## src/rtl/bus_pkg.sv

```systemverilog
// Shared bus_hub definitions: port widths, default error read data and the
// two-requester arbiter state encoding.
package bus_pkg;

  localparam int BUS_ADDR_W = 32;
  localparam int BUS_DATA_W = 32;
  localparam int BUS_MASK_W = BUS_DATA_W / 8;

  localparam logic [BUS_DATA_W-1:0] BUS_ERR_RDATA = 32'h0000_0000;

  // Grant states are one-hot so the grant output is the state register itself.
  typedef enum logic [1:0] {
    ARB_IDLE   = 2'b00,
    ARB_GRANT0 = 2'b01,
    ARB_GRANT1 = 2'b10
  } arb_state_t;

endpackage

```

## src/rtl/bus_arbiter_2.sv

```systemverilog
// Two-requester round-robin arbiter onto one bus_hub host port, with a
// per-transfer wait timeout that forces completion with error read data.
module bus_arbiter_2
  import bus_pkg::*;
#(
  parameter int unsigned                 TIMEOUT_CYCLES = 255,
  parameter logic [BUS_DATA_W-1:0]       ERR_RDATA      = BUS_ERR_RDATA
) (
  input  logic                  clk,
  input  logic                  rst,
  input  logic [BUS_ADDR_W-1:0] h0_address,
  input  logic [BUS_ADDR_W-1:0] h1_address,
  input  logic [BUS_DATA_W-1:0] h0_data_write,
  input  logic [BUS_DATA_W-1:0] h1_data_write,
  input  logic [BUS_MASK_W-1:0] h0_write_mask,
  input  logic [BUS_MASK_W-1:0] h1_write_mask,
  input  logic                  h0_ren,
  input  logic                  h0_wen,
  input  logic                  h1_ren,
  input  logic                  h1_wen,
  output logic [BUS_DATA_W-1:0] h0_data_read,
  output logic [BUS_DATA_W-1:0] h1_data_read,
  output logic                  h0_ready,
  output logic                  h1_ready,
  output logic [BUS_ADDR_W-1:0] dev_address,
  output logic [BUS_DATA_W-1:0] dev_data_write,
  output logic [BUS_MASK_W-1:0] dev_write_mask,
  output logic                  dev_ren,
  output logic                  dev_wen,
  input  logic [BUS_DATA_W-1:0] dev_data_read,
  input  logic                  dev_ready,
  output logic [1:0]            grant,
  output logic                  timeout_err
);

  localparam int CNT_W = (TIMEOUT_CYCLES < 1) ? 1 : $clog2(TIMEOUT_CYCLES + 1);
  localparam logic [CNT_W-1:0] CNT_LIMIT = CNT_W'(TIMEOUT_CYCLES);

  arb_state_t       r_state;
  arb_state_t       w_state_nxt;
  logic             r_last_owner;      // 1'b0 = h0 served last, 1'b1 = h1
  logic             w_last_owner_nxt;
  logic [CNT_W-1:0] r_wait_cnt;
  logic [CNT_W-1:0] w_wait_cnt_nxt;

  logic             w_req0;
  logic             w_req1;
  logic             w_owner1;
  logic             w_timeout;
  logic             w_done;
  logic [BUS_DATA_W-1:0] w_rdata;

  assign w_req0   = h0_ren | h0_wen;
  assign w_req1   = h1_ren | h1_wen;
  assign w_owner1 = (r_state == ARB_GRANT1);
  assign grant    = r_state;

  // NOTE: state registers use non-blocking assignments so every register
  // samples the pre-edge values regardless of statement order.
  always_ff @(posedge clk) begin
    if (rst) begin
      r_state      <= ARB_IDLE;
      r_last_owner <= 1'b1;
      r_wait_cnt   <= '0;
    end else begin
      r_state      <= w_state_nxt;
      r_last_owner <= w_last_owner_nxt;
      r_wait_cnt   <= w_wait_cnt_nxt;
    end
  end

  // NOTE: every signal driven here gets a default first, so no path through
  // the case leaves one unassigned and no latch is inferred.
  always_comb begin
    w_state_nxt      = r_state;
    w_last_owner_nxt = r_last_owner;
    w_wait_cnt_nxt   = r_wait_cnt;
    w_timeout        = 1'b0;
    w_done           = 1'b0;
    w_rdata          = '0;
    dev_address      = '0;
    dev_data_write   = '0;
    dev_write_mask   = '0;
    dev_ren          = 1'b0;
    dev_wen          = 1'b0;
    h0_data_read     = '0;
    h1_data_read     = '0;
    h0_ready         = 1'b0;
    h1_ready         = 1'b0;
    timeout_err      = 1'b0;

    case (r_state)
      ARB_IDLE: begin
        w_wait_cnt_nxt = '0;
        // On a tie the requester that was not served last wins.
        if (w_req0 && (!w_req1 || r_last_owner)) begin
          w_state_nxt = ARB_GRANT0;
        end else if (w_req1) begin
          w_state_nxt = ARB_GRANT1;
        end
      end

      ARB_GRANT0, ARB_GRANT1: begin
        // A device ready in the timeout cycle still wins: real data, no error.
        w_timeout      = !dev_ready && (r_wait_cnt == CNT_LIMIT);
        w_done         = dev_ready | w_timeout;
        w_rdata        = w_timeout ? ERR_RDATA : dev_data_read;
        timeout_err    = w_timeout;

        dev_address    = w_owner1 ? h1_address    : h0_address;
        dev_data_write = w_owner1 ? h1_data_write : h0_data_write;
        dev_write_mask = w_owner1 ? h1_write_mask : h0_write_mask;
        dev_ren        = (w_owner1 ? h1_ren : h0_ren) & ~w_timeout;
        dev_wen        = (w_owner1 ? h1_wen : h0_wen) & ~w_timeout;

        if (w_owner1) begin
          h1_data_read = w_rdata;
          h1_ready     = w_done;
        end else begin
          h0_data_read = w_rdata;
          h0_ready     = w_done;
        end

        if (w_done) begin
          w_state_nxt      = ARB_IDLE;
          w_last_owner_nxt = w_owner1;
        end else begin
          w_wait_cnt_nxt = r_wait_cnt + CNT_W'(1);
        end
      end

      default: w_state_nxt = ARB_IDLE;
    endcase
  end

endmodule
```

## config.mk

```make
export PLATFORM = sky130hd
export DESIGN_NAME = bus_arbiter_2
export DESIGN_NICKNAME = d
export VERILOG_FILES = /design/src/rtl/bus_pkg.sv /design/src/rtl/bus_arbiter_2.sv
export SDC_FILE = /design/constraint.sdc
export NUM_CORES = 1
export LEC_CHECK = 0
export ABC_CLOCK_PERIOD_IN_PS = 1800
export BUFFER_PORTS_ARGS = -buffer_cell sky130_fd_sc_hd__buf_2
export CORE_AREA = 8 8 115 117
export DETAILED_ROUTE_END_ITERATION = 6
export DIE_AREA = 0 0 123 125
export GPL_ROUTABILITY_DRIVEN = 1
export PLACE_DENSITY = 0.58
export SYNTH_ARGS = -nofsm -noshare
export SYNTH_HDL_FRONTEND = slang
export SYNTH_SLANG_ARGS = --single-unit
export TNS_END_PERCENT = 5
```

## constraint.sdc

```tcl
create_clock -name clk -period 1.8 [get_ports clk]
set_input_delay 0.45 -clock clk [delete_from_list [all_inputs] [get_ports clk]]
set_output_delay 0.45 -clock clk [all_outputs]
set_load 0.03 [all_outputs]
```

Word-level counts from Yosys, hierarchy flattened
Index checks and enable logic that the tools add are counted.
Storage, ports and cells
  register bits: 11
  input port bits: 175
  output and inout port bits: 139
  logic and storage cells: 53
Operators by class
  add/sub/neg operators: 1
  equality and inequality tests: 6
  mux-type cells: 26
  bitwise logic cells: 6
  reduce and logical (&&, ||, !) cells: 11
Operators with widths (number)
  2-to-1 mux 32 bit: 9
  one-hot mux 8 bit (2 select lines): 1
  2-to-1 mux 1 bit: 9
  adder 8 x 1 -> 8 bit (second input constant): 1
  == test 8 bit (second input constant): 1
  2-to-1 mux 4 bit: 2
  2-to-1 mux 8 bit: 1
  2-to-1 mux 2 bit: 3
  AND reduction 2 bit: 3
  inequality test 2 bit (second input constant): 2
  one-hot mux 2 bit (2 select lines): 1
  inequality test 3 bit (second input constant): 1
  bitwise OR 1 bit: 3
  AND 1 bit: 2
  == test 2 x 1 -> 1 bit (second input constant): 1
  == test 2 bit (second input constant): 1
  logical AND 1 bit: 2
  logical NOT 1 bit: 2
  logical NOT 2 bit: 1
  nonzero test 2 bit: 1
  OR reduction 2 bit: 1
  logical OR 1 bit: 1
  NOT 1 bit: 1

Logic depth before layout (Yosys ltp)
Gate-level depths: netlist (run 1).
  depth in word-level cells: 6
  depth in mapped cells: 8
  mapped depth without buffers: 6

Worst setup path before layout (run 1)
OpenSTA, ideal clock, no wires.
  path type: register to output
  start: register r_state[0], in the netlist grant[0]
  end: output port dev_address[0]
  data arrival time: 1.784 ns
  required time: 1.350 ns
  slack: -0.434 ns
  cell stages (with the launch flop): 7
  buffers on the path: 2
  cell sequence: dfxtp_1 inv_1 ha_1 buf_2 buf_2 mux2i_1 nor2b_1
On the way
  longest elaborated chain between the ends: 3
  elaborated cells between the ends (all ways): 5
  those cells by class: eq/ne (2); mux (2); reduce/logical (1)
Ends and longest elaborated chain
  start: declaration: line bus_arbiter_2.sv:39  | arb_state_t r_state;
  start signal: assignment: line bus_arbiter_2.sv:66  | r_state <= w_state_nxt;
  == test 2 bit *: line bus_arbiter_2.sv:55  | assign w_owner1 = (r_state == ARB_GRANT1);
  net w_owner1: line bus_arbiter_2.sv:48  | logic w_owner1;
  2-to-1 mux 32 bit / OR reduction 2 bit (equally long branches): line bus_arbiter_2.sv:110, bus_arbiter_2.sv:92
  2-to-1 mux 32 bit *: line bus_arbiter_2.sv:92  | case (r_state)
  end: declaration: line bus_arbiter_2.sv:25  | output logic [BUS_ADDR_W-1:0] dev_address,
The timed path passes the listed nets; every way through them passes the cells marked *.

Final worst setup path (run 1)
  start: register r_wait_cnt[1]
  end: output port h1_data_read[18]
On the way
  longest elaborated chain between the ends: 5
Ends and longest elaborated chain
  start: declaration: line bus_arbiter_2.sv:43  | logic [CNT_W-1:0] r_wait_cnt;
  start signal: assignment: line bus_arbiter_2.sv:68  | r_wait_cnt <= w_wait_cnt_nxt;
  == test 8 bit: line bus_arbiter_2.sv:105  | w_timeout = !dev_ready && (r_wait_cnt == CNT_LIMIT);
  logical AND 1 bit: line bus_arbiter_2.sv:105
  2-to-1 mux 32 bit: line bus_arbiter_2.sv:107  | w_rdata = w_timeout ? ERR_RDATA : dev_data_read;
  2-to-1 mux 32 bit: line bus_arbiter_2.sv:116  | if (w_owner1) begin
  2-to-1 mux 32 bit: line bus_arbiter_2.sv:92
  end: declaration: line bus_arbiter_2.sv:22  | output logic [BUS_DATA_W-1:0] h1_data_read,
Every way passes these cells.

==> impl_summary.md, run 1 <==
Placement
In this run the tool buffered the top-level ports with 313 buffer cells. Once detailed placement completed, the half-perimeter wirelength came to 11600 um. The placed instances occupy a cell area of between 4000 and 5000 um^2. The routability congestion estimate is between 0.8 and 0.9.

Clock tree
The H-tree level count is 1. After clock tree synthesis, the clock-pin slew on the worst setup and hold paths is 0.04 ns. The maximum count of clock buffers along a single path is 2. For this design, the CTS-stage hold fixing added 0 buffers. TritonCTS built the clock tree. Clock tree synthesis selected as its root buffer the cell sky130_fd_sc_hd__clkbuf_16. The clock latency of the later-clocked register in the worst-skew pair is 0.24 ns. The tree built by TritonCTS fans out to 11 sinks.

The number of buffers created by CTS is 3.

Critical path
On the critical path, the stage with the largest delay is an instance of sky130_fd_sc_hd__dfxtp_2. The critical path's largest stage delay is 0.35 ns. The startpoint of the worst-slack reg-to-reg timing path is grant[0]. The most critical setup path has its endpoint at h1_data_read[18]. The critical path class is reg -> out. The slack of the worst reg-to-reg path is about 0.06 ns. The cell family contributing the most delay on the critical path is buffers and inverters. The depth of the worst register-to-register path is 7.

The reg-to-reg critical path endpoint is r_wait_cnt[7]. The critical path launch point is r_wait_cnt[1]. The maximum fanout along the worst path is 16. The count of buffer and inverter cells on the critical path is 3. The data arrival at the endpoint of the critical path is 1.75 ns. The startpoint class of the critical path is a flip-flop. Counting buffers and inverters, the worst setup path is 8 cells deep. STA classifies the critical path endpoint as an output pin.

Data on the critical path is required at its endpoint by 1.35 ns. The critical path goes through ha_4 > nand3_4 > o31ai_4 > buf_12 > nor2_4 > buf_12 > and2_1 > buf_6. The cell with the most instances on the worst path is sky130_fd_sc_hd__buf_12.

Synthesis
Of the total synthesized cell area, the portion taken by AND, OR, NAND and NOR gates is 45.5%. The commonest register cell after synthesis is sky130_fd_sc_hd__dfxtp_1. The number of enable-type register cells in the synthesized netlist is 0. The share of synthesized area occupied by flip-flops and latches is 9.21%.

The synthesized area per cell is 7.84 um^2. The number of nets in the synthesized netlist is 483. After synthesis, the share of flip-flops with an asynchronous set or reset is 0%. Yosys printed 0 warnings.

After synthesis, the largest family of logic cells by area is simple AND/OR/NAND/NOR gates. The xor-xnor portion of the synthesized cell area is 0%. The synthesized netlist devotes 1.57% of its cell area to adder and majority cells.

The synthesized-area fraction occupied by ao, oa, aoi and oai cells is 6.69%. The synthesized design contains 11 register bits. After technology mapping, the gate count stands at ~300. The post-synthesis cell type count is 40.

After synthesis the cells add up to 2390 um^2. The multiplexer share of the synthesized area is 29.7%.

STA
The count of final max-slew check failures is 0. The sum of negative setup slack is -43.31 ns. The final count of negative-setup-slack endpoints is around 140. The final setup skew is 0.00199 ns. Setup repair after global routing could not meet its margin everywhere. The transition time at the pin with the least slew margin is 0.298 ns. The ratio of final minimum period to clock period is 122%.

The number of hold-slack violations in the final timing report is 0. The maximum clock frequency is 455 MHz. After layout, the minimum clock period comes to 2.20 ns.

The final hold slack is about 0.51 ns. The relative slew slack is 80.0%. Once routing completed, OpenROAD measured the worst setup slack at -0.396 ns.

Flow run
The tool flagged a number of max-cap violations equal to 0.

GRT
The all-layer global routing usage is 17.1%. The first global-routing pass estimated 21100 um of wire. Entering global routing, the biggest net connects 33 pins. The number of global-route vias before repair is 3894. Summed over all layers, the global routing overflow is 0.

The number of antenna violations at the first check in global routing is 5.

Power and ir drop
The maximum resistive drop on vdd is about 0.0014 V. Dividing total power by cell area gives a power density of 2010 nW/um^2. In this run the static leakage power is 2.71 nW.

Floorplanning
The die covers approximately 15000 um^2. Once the floorplan was initialized, standard cells occupied 20.6% of the core. In this run the vertical extent of the chip is 125 um.

The die width is 123 um. After floorplanning, the core was sized to cover 11600 um^2. In this run the core area contains 40 standard-cell rows. The number of top-level pins is 314.

Routing
The residual antenna-violating net count after detailed routing is 0. The first-pass iteration count of the detailed router is 4. In the routed layout, each cell is associated on average with a via count of 4.55. The first routing iteration left 174 violations. The via count of the routed design is 3651. Wires add up to between 15000 and 20000 um. For this run, design rule violations remaining after detail routing come to 0. The average wire length per cell after detail routing is 18.8 um.

Layout
The post-route netlist has 72.6% of its cells at a drive strength greater than 1. The net total in the final layout is 833. The area growth from synthesis to layout is 132%. Summing all non-filler instances in the final layout gives an area of approximately 5500 um^2.

Status
The checks that failed: setup timing. The flow ran to the end, but the final reports show violations.

Worst hold path
The min-delay analysis places its worst path in the category reg -> reg.
==> tightest hold or removal path, delay by kind of cell, from the launching register on <==
kind | cells | cell delay, ns
DFF | 1 | 0.32
AOI/OAI and AO/OA | 1 | 0.07
buffers and inverters | 1 | 0.07
==> layer usage <==
layer	track usage, %	part of all wire [%]
met1	17.1	35
met5	0	0.40
met2	32.2	51
met4	5.46	2.6
met3	5.40	10
==> cell usage in the layout, fill, tap and decap left out, drive strengths merged <==
cell type / n
or3: 2
nor2: 13
nand2: 5
ha: 3
mux2i: 71
a31oi: 3
or4: 1
diode: 1
a21oi: 3
a311oi: 1
o21ai: 4
a221oi: 1
nor3: 3
dfxtp: 11
o31ai: 3
nand4b: 1
and3: 1
o41ai: 1
nand2b: 2
o22ai: 1
o2111ai: 1
clkbuf: 4
o211ai: 2
inv: 4
nor3b: 1
and2b: 1
a32o: 1
buf: 368
nor2b: 68
and2: 64
nand3: 8
nand4: 2
==> cell families (layout without fill, tap and decap cells) <==
logic type	count (synthesis)	count (layout)
other cells	0	1
simple gates	170	172
mux	71	71
buf+inv	29	376
compound gates	21	21
flops	11	11
fa+ha+maj	3	3
==> area by class of cell <==
type                            count  area [um^2]
Timing Repair Buffer              368         2750
Clock buffer                        4         78.8
Tap cell                          147          184
Antenna cell                        1         2.50
Inverter                            4         17.5
Sequential cell                    11          229
Fill cell                        1074         6070
Multi-Input combinational cell    267         2280
==> worst min-delay path by stage <==
stage	start	to	cells past startpoint
5_1_grt	grant[1]	grant[1]	2
6_report	grant[1]	grant[1]	2
2_1_floorplan	r_last_owner	r_last_owner	2
3_5_place_dp	grant[1]	grant[1]	2
3_3_place_gp	grant[1]	grant[1]	2
4_1_cts	grant[1]	grant[1]	2
==> registers in the layout, indices dropped and copies added (netlist names) <==
| signal | count |
|---|---|
| r_last_owner | 1 |
| r_wait_cnt | 8 |
| grant | 2 |
==> Yosys cell counts (all sizes together), types with 2 or more instances <==
cell type | n | area share, %
nand2b | 2 | 0.52
o211ai | 2 | 0.63
nand4 | 2 | 1.2
a31oi | 3 | 0.78
nor3 | 3 | 0.63
nand2 | 5 | 0.78
buf | 16 | 5.3
or3 | 2 | 0.63
ha | 3 | 1.6
dfxtp | 11 | 9.2
nor2 | 11 | 2.4
inv | 4 | 0.63
a21oi | 3 | 0.63
o31ai | 3 | 1.5
clkbuf | 9 | 1.4
mux2i | 71 | 30
and2 | 64 | 18
nor2b | 68 | 18
o21ai | 4 | 0.99
nand3 | 8 | 2.4
==> power breakdown <==
| part | internal, mW | switching, mW | total [mW] |
|---|---|---|---|
| Clock | 0.298 | 0.119 | 0.417 |
| Combinational | 4.80 | 5.58 | 10.4 |
| Sequential | 0.299 | 0.0352 | 0.334 |
| Total | 5.40 | 5.73 | 11.1 |
==> repair_timing <==
action | in CTS | in global routing
setup endpoints to repair | 139 | 142
pin swaps | 10 | 62
buffers inserted | 9 | 5
gates cloned | 3 | 0
gates resized for setup | 185 | 114
==> metrics by stage <==
stage | std cells | util, % | setup WS [ns] | power, mW
2_1_floorplan | 305 | - | -0.282 | 5.87
3_3_place_gp | 782 | 37.8 | -0.302 | 8.14
3_5_place_dp | 782 | 37.8 | -0.360 | 8.21
4_1_cts | 798 | 44.4 | -0.440 | 10.3
5_1_grt | 801 | 47.7 | -0.466 | 11.6
6_report | 802 | 47.7 | -0.396 | 11.1
Note: power is estimated with default switching activity, not from simulation.
==> run 2: changes to the inputs <==
--- a/config.mk
+++ b/config.mk
@@ -7,11 +7,11 @@
 export LEC_CHECK = 0
 export ABC_CLOCK_PERIOD_IN_PS = 1800
 export BUFFER_PORTS_ARGS = -buffer_cell sky130_fd_sc_hd__buf_2
-export CORE_AREA = 8 8 115 117
+export CORE_AREA = 5 5 118 120
 export DETAILED_ROUTE_END_ITERATION = 6
 export DIE_AREA = 0 0 123 125
 export GPL_ROUTABILITY_DRIVEN = 1
-export PLACE_DENSITY = 0.58
+export PLACE_DENSITY = 0.53
 export SYNTH_ARGS = -nofsm -noshare
 export SYNTH_HDL_FRONTEND = slang
 export SYNTH_SLANG_ARGS = --single-unit
==> run 2 against run 1 <==
  * The run still ends with setup timing left
  * Routed wire length shrank 9.0%
  * First-iteration DRC count is 49% lower
  * Clock skew increased by 0.0021 ns
  * Worst setup slack better by 0.019 ns
  * Core utilization is 3.3 points lower
  * Critical path type unchanged
  * Critical endpoint is now dev_data_write[31]
==> impl_summary.md, run 2 (synthesis results as in run 1) <==
Status
The run finished, with violations left. The checks that failed: setup timing.

Placement
The number of input and output port buffers inserted is 313 (unchanged). The total instance count after detailed placement is 811 (+3.7%). The worst slack at placement is -0.366 ns (-0.00543 ns). The routability congestion estimate is 0.858 (-0.31%). The post-place instance area came to 4430 um^2 (+0.83%). The post-DP HPWL is 10200 um (-12%).

STA
The count of final max-slew check failures came to 0 (unchanged). The setup slack after layout is -0.377 ns (+0.0191 ns). The maximum clock frequency was 459 MHz (+0.88%). The transition time at the pin with the least slew margin is 0.346 ns (+0.0481 ns). Setup repair after global routing could not meet its margin everywhere. The final count of negative-setup-slack endpoints is 137 (unchanged). The final setup skew is 0.00412 ns (+0.00213 ns). The number of hold-slack violations in the final timing report is 0 (unchanged). The sum of negative setup slack is -43.77 ns (-0.461 ns). The ratio of final minimum period to clock period is 121% (-1.1 points). The relative slew slack came to 76.9% (-3.0 points).

The clock period minus worst slack is 2.18 ns (-0.0191 ns). The final hold slack came to 0.521 ns (+0.00976 ns).

Floorplanning
The floorplan row count is 42 (+5.0%). The die width is 123 um (unchanged). The core region area is 12900 um^2 (+11%). The number of top-level pins is 314 (unchanged). The die area is 15400 um^2 (unchanged).

The vertical die dimension is 125 um (unchanged). The starting density of the core is 18.6% (-2.0 points).

Routing
The via-per-instance ratio is 4.34 (-4.8%). The post-detailed-routing wire length is 13700 um (-9.0%). The average wire length per cell after detail routing is 16.5 um (-12%). The first-pass iteration count of the detailed router is 5 (+1). The residual antenna-violating net count after detailed routing is 0 (unchanged). The via count of the routed design is 3603 (-1.3%). The violation count after the first detailed-routing iteration was 88 (-49%). The number of design rule violations left after detail routing is 0 (unchanged).

Layout
The most common cell after layout, fill and taps aside is sky130_fd_sc_hd__buf_2. The area growth from synthesis to layout is 139%. The largest register by flop count is r_wait_cnt. The diode insertion count for antenna repair is 0 (-1). The final non-filler cell area was 5710 um^2 (+3.1%).

The post-layout instance count excluding filler cells is 831 (+3.6%). The share of layout cells above drive strength 1 is 73.9% (+1.3 points). The number of fill cells in the layout is 1206 (+12%). In the layout the commonest cells are sky130_fd_sc_hd__buf_2 (182), sky130_fd_sc_hd__buf_4 (92), sky130_fd_sc_hd__buf_6 (77). The net total in the final layout was 834 (+0.12%).

The number of flip-flops in the largest register is 8 (unchanged). The share of the core filled with cells in the final layout was 44.4% (-3.3 points).

Critical path
The maximum fanout along the worst path is 7 (-9). The data arrival at the endpoint of the critical path is 1.73 ns (-0.02 ns). The data required time at the worst endpoint is 1.35 ns (about the same).

The slack of the worst reg-to-reg path is 0.05 ns (about the same). The critical path class is reg -> out. The worst setup path is captured at an output pin.

The critical path launch point is grant[0]. The critical path ends at dev_data_write[31]. In this run the critical register-to-register path is launched from grant[0]. The endpoint identified for the worst register-to-register timing path is r_wait_cnt[7].

The depth of the worst register-to-register path is 8 (+1). STA classifies the critical path startpoint as a flip-flop.

Power and ir drop
The power density over the cells came to 1970 nW/um^2 (-2.1%). The leakage dissipation is 2.75 nW (+1.5%). The total power after layout was 11.2 mW (+0.99%).

The maximum resistive drop on vdd was 0.00106 V (-22%).

Clock tree
The clock-pin slew on the worst setup and hold paths is 0.05 ns (about the same). The count of hold-fix buffers inserted at cts is 0 (unchanged). The CTS tree is built.

The clock latency of the later-clocked register in the worst-skew pair is 0.24 ns (about the same). The master cell of the clock root buffer is sky130_fd_sc_hd__clkbuf_16. The H-tree level count is 1 (unchanged). The number of buffers created by CTS came to 3 (unchanged). The TritonCTS sink count is 11 (unchanged). The maximum count of clock buffers along a single path is 2 (unchanged).

GRT
The number of global-route vias before repair is 3814 (-2.1%). The global route total overflow came to 0 (unchanged). The global-route wire length before repair is 20100 um (-4.7%). The number of antenna violations at the first check in global routing is 2 (-3). The all-layer global routing usage came to 16.1% (-0.95 points).

The maximum number of pins on one net before global-route repair is 32 (-3.0%).

Worst hold path
The class of the tightest hold or removal check is reg -> reg. The count of cells along the worst hold path is 2 (unchanged).

Flow run
The number of max-cap violations is 0 (unchanged).
## run 2: changes by cell type in the layout (fill, tap and decap cells not counted), sizes merged
cell,before,now
clkbuf,4,5
clkinv,0,1
diode,1,0
buf,368,367
## run 2: layout make-up
class                   count  area, um^2  area share (%)
multi-input cells         267        2340            41.0
repair buffers            369        2830            49.5
inverters                   4        17.5           0.307
well taps                 176         220            3.85
clock inverters             1        5.00          0.0876
clock buffers               3        75.1            1.31
flip-flops and latches     11         228            3.99
## run 2: critical path, cell delays in order, from the launching register on
cell,delay (ns)
sky130_fd_sc_hd__dfxtp_4,0.35
sky130_fd_sc_hd__inv_4,0.04
sky130_fd_sc_hd__buf_6,0.11
sky130_fd_sc_hd__ha_4,0.18
sky130_fd_sc_hd__buf_12,0.16
sky130_fd_sc_hd__buf_12,0.14
sky130_fd_sc_hd__mux2i_4,0.18
sky130_fd_sc_hd__nor2b_1,0.14
sky130_fd_sc_hd__buf_4,0.18
## run 2: power breakdown
group,total [mW],leakage [nW],switching [mW],internal [mW]
Clock,0.424,0.0409,0.129,0.296
Combinational,10.5,2.62,5.58,4.91
Sequential,0.331,0.0912,0.0330,0.298
## run 2: per-layer routing
metal	GRT usage, %	wire length, um
met2	31.4	7270
met3	3.21	1250
met4	4.36	327
met1	17.3	4870
met5	0	19
## run 2: worst min-delay path by stage
| stage | slack (ns) | end | startpoint |
|---|---|---|---|
| after CTS | 0.53 | r_last_owner | r_last_owner |
| after detailed placement | 0.52 | r_last_owner | r_last_owner |
| after floorplan | 0.49 | r_last_owner | r_last_owner |
| after global routing | 0.55 | r_last_owner | r_last_owner |
| final | 0.52 | r_last_owner | r_last_owner |
| after global placement | 0.50 | r_last_owner | r_last_owner |
## run 2: timing repair
item                       in CTS  in global routing
buffers inserted               11                  0
gates resized for setup       263                 60
gates cloned                    3                  2
setup endpoints to repair     140                140
pin swaps                      67                  7
==> run 3: changes to the inputs <==
--- a/config.mk
+++ b/config.mk
@@ -11,7 +11,7 @@
 export DETAILED_ROUTE_END_ITERATION = 6
 export DIE_AREA = 0 0 123 125
 export GPL_ROUTABILITY_DRIVEN = 1
-export PLACE_DENSITY = 0.53
+export PLACE_DENSITY_LB_ADDON = 0.2
 export SYNTH_ARGS = -nofsm -noshare
 export SYNTH_HDL_FRONTEND = slang
 export SYNTH_SLANG_ARGS = --single-unit
==> run 3 against run 2 <==
  * The flow still finishes with violations (setup timing)
  * Register-to-register slack improved by 0.06 ns
  * Combinational power about the same
  * Worst setup slack lost 0.013 ns
  * Sequential power about the same
  * Critical endpoint is now h1_data_read[6]
  * Highest routed layer is now met4
==> impl_summary.md, run 3 (synthesis results as in run 1) <==
Clock tree
The CTS tree is built. The clock latency of the later-clocked register in the worst-skew pair came to 0.24 ns (about the same). The count of hold-fix buffers inserted at cts was 0 (unchanged).

The master cell of the clock root buffer is sky130_fd_sc_hd__clkbuf_16. The H-tree level count is 1 (unchanged). The TritonCTS sink count is 11 (unchanged). The number of buffers created by CTS was 3 (unchanged).

The clock-pin slew on the worst setup and hold paths was 0.04 ns (about the same). The maximum count of clock buffers along a single path is 2 (unchanged).

Worst hold path
The worst hold path begins at r_last_owner. The terminating pin of the worst hold path is r_last_owner. The count of cells along the worst hold path is 2 (unchanged). The worst hold path belongs to the class reg -> reg.

Power and ir drop
The maximum resistive drop on vdd is 0.00107 V (+1.4%). The power density over the cells is 1960 nW/um^2 (-0.57%). The leakage dissipation is 2.72 nW (-1.1%).

Routing
The number of design rule violations left after detail routing came to 0 (unchanged). The highest metal layer with signal wires is met4. The via count of the routed design was 3529 (-2.1%). The sum of met3 wire segment lengths after detailed routing was 1150 um (-7.8%).

The first-pass iteration count of the detailed router is 4 (-1). The post-detailed-routing wire length is 12900 um (-6.5%). The routed length on met1 came to 4570 um (-6.3%). The total length of routed met2 wires is 6940 um (-4.6%). The violation count after the first detailed-routing iteration is 129 (+47%). The via-per-instance ratio is 4.23 (-2.5%). The residual antenna-violating net count after detailed routing is 0 (unchanged).

The average wire length per cell after detail routing is 15.4 um (-6.9%).

Critical path
The data required time at the worst endpoint came to 1.35 ns (about the same). In this run the critical register-to-register path is captured at r_wait_cnt[6]. In this run the critical register-to-register path is launched from r_wait_cnt[1].

The depth of the worst register-to-register path is 8 (unchanged). The slack of the worst reg-to-reg path is 0.11 ns (+0.06 ns). The startpoint class of the critical path is a flip-flop. The data arrival at the endpoint of the critical path is 1.74 ns (about the same).

The maximum fanout along the worst path was 16 (+9). The kind of capture point of the worst setup path is an output pin. The critical path class is reg -> out.

Floorplanning
The number of top-level pins is 314 (unchanged). The die area was 15400 um^2 (unchanged). The die width is 123 um (unchanged). The starting density of the core is 18.6% (unchanged).

The core region area is 12900 um^2 (unchanged). The vertical die dimension was 125 um (unchanged). The floorplan row count is 42 (unchanged).

Placement
The number of input and output port buffers inserted was 313 (unchanged). The routability congestion estimate is 0.807 (-5.9%). The post-DP HPWL was 9670 um (-5.6%).

STA
The final hold slack was 0.522 ns (+0.00137 ns). The relative slew slack is 79.5% (+2.5 points). The transition time at the pin with the least slew margin is 0.305 ns (-0.0406 ns). The final count of negative-setup-slack endpoints came to 137 (unchanged).

The ratio of final minimum period to clock period is 122% (+0.70 points). The clock period minus worst slack was 2.19 ns (+0.0127 ns). Setup repair after global routing could not meet its margin everywhere. The setup slack after layout is -0.390 ns (-0.0127 ns). The maximum clock frequency is 457 MHz (-0.58%). The sum of negative setup slack is -42.98 ns (+0.791 ns). The number of hold-slack violations in the final timing report is 0 (unchanged). The final setup skew was 0.00134 ns (-0.00277 ns). The count of final max-slew check failures is 0 (unchanged).

GRT
The number of global-route vias before repair is 3721 (-2.4%). The maximum number of pins on one net before global-route repair is 64 (+100%). The global route total overflow was 0 (unchanged). The all-layer global routing usage is 15.3% (-0.82 points). The global-route wire length before repair was 19100 um (-5.0%). The number of antenna violations at the first check in global routing is 1 (-1).

Layout
In the layout the commonest cells are sky130_fd_sc_hd__buf_2 (182), sky130_fd_sc_hd__buf_4 (94), sky130_fd_sc_hd__buf_6 (83). The number of flip-flops in the largest register is 8 (unchanged). The number of fill cells in the layout is 1238 (+2.7%).

Leaving out fill and tap cells, the most frequent cell in the layout is sky130_fd_sc_hd__buf_2. The net total in the final layout was 837 (+0.36%). The largest register by flop count is r_wait_cnt.

The share of layout cells above drive strength 1 was 70.8% (-3.1 points). The area growth from synthesis to layout is 135%.

Status
The run finished, with violations left. The checks that failed: setup timing.

Flow run
The number of max-cap violations is 0 (unchanged).
==> run 3: cell types whose count changed in the layout (fill, tap and decap cells not counted), moves of 2 or more <==
cell and change:
sky130_fd_sc_hd__and2_1 +12, sky130_fd_sc_hd__and2_4 -12, sky130_fd_sc_hd__buf_4 +2, sky130_fd_sc_hd__buf_6 +6, sky130_fd_sc_hd__buf_8 -4, sky130_fd_sc_hd__clkbuf_16 -2, sky130_fd_sc_hd__mux2i_1 +5, sky130_fd_sc_hd__mux2i_4 -5
sky130_fd_sc_hd__nor2b_1 +3, sky130_fd_sc_hd__nor2b_2 -3
==> run 3: routing by layer <==
layer | vias up | GRT usage [%]
li1 | 1743 | -
met3 | 13 | 2.35
met1 | 1578 | 16.9
met2 | 195 | 30.0
met5 | - | 0
met4 | 0 | 3.65
==> run 3: worst max-delay path by stage <==
stage / start / end / slack (ns)
after floorplan: grant[1] / dev_address[21] / -0.28
after global placement: grant[0] / h1_data_read[6] / -0.34
after detailed placement: grant[0] / h0_data_read[2] / -0.42
after CTS: r_wait_cnt[1] / h1_data_read[6] / -0.40
after global routing: r_wait_cnt[1] / h1_data_read[24] / -0.47
final: r_wait_cnt[1] / h1_data_read[6] / -0.39
==> run 3: per-stage QoR <==
| step | worst slack [ns] | instances | cell area [um^2] | util (%) | total power, mW |
|---|---|---|---|---|---|
| 3_5_place_dp | -0.420 | 814 | 4500 | 35.0 | 8.35 |
| 5_1_grt | -0.466 | 835 | 5610 | 43.6 | 11.6 |
| 2_1_floorplan | -0.282 | 305 | 2430 | - | 5.87 |
| 6_report | -0.390 | 835 | 5610 | 43.6 | 11.0 |
| 3_3_place_gp | -0.343 | 814 | 4500 | 35.0 | 8.31 |
| 4_1_cts | -0.396 | 833 | 5570 | 43.3 | 11.0 |
==> run 3: critical path, cell delays in order, from the launching register on <==
cell and delay, ns:
sky130_fd_sc_hd__dfxtp_2 0.35, sky130_fd_sc_hd__ha_4 0.15, sky130_fd_sc_hd__nand3_4 0.08, sky130_fd_sc_hd__o31ai_4 0.24, sky130_fd_sc_hd__buf_6 0.16, sky130_fd_sc_hd__nor2_4 0.04, sky130_fd_sc_hd__buf_12 0.15, sky130_fd_sc_hd__and2_1 0.17
sky130_fd_sc_hd__buf_6 0.14
==> run 3: where the power goes <==
part	total, mW	leakage (nW)	internal (mW)	switching [mW]
logic	10.2	2.59	4.78	5.45
clock network	0.421	0.0382	0.299	0.123
registers	0.331	0.0917	0.298	0.0327
total	11.0	2.72	5.37	5.61
==> run 3: final cells by class <==
type	count	area, um^2	area share, %
clock buffers	4	78.8	1.40
repair buffers	372	2830	50.4
well taps	176	220	3.92
diodes	1	2.50	0.0446
inverters	4	17.5	0.312
multi-input cells	267	2240	39.9
flip-flops and latches	11	229	4.08
==> run 3: timing repair <==
| item | CTS | global route |
|---|---|---|
| pin swaps | 56 | 5 |
| endpoints found under the setup margin | 138 | 137 |
| gates resized for setup | 273 | 10 |
| buffers inserted | 12 | 2 |
| cloned | 3 | 0 |
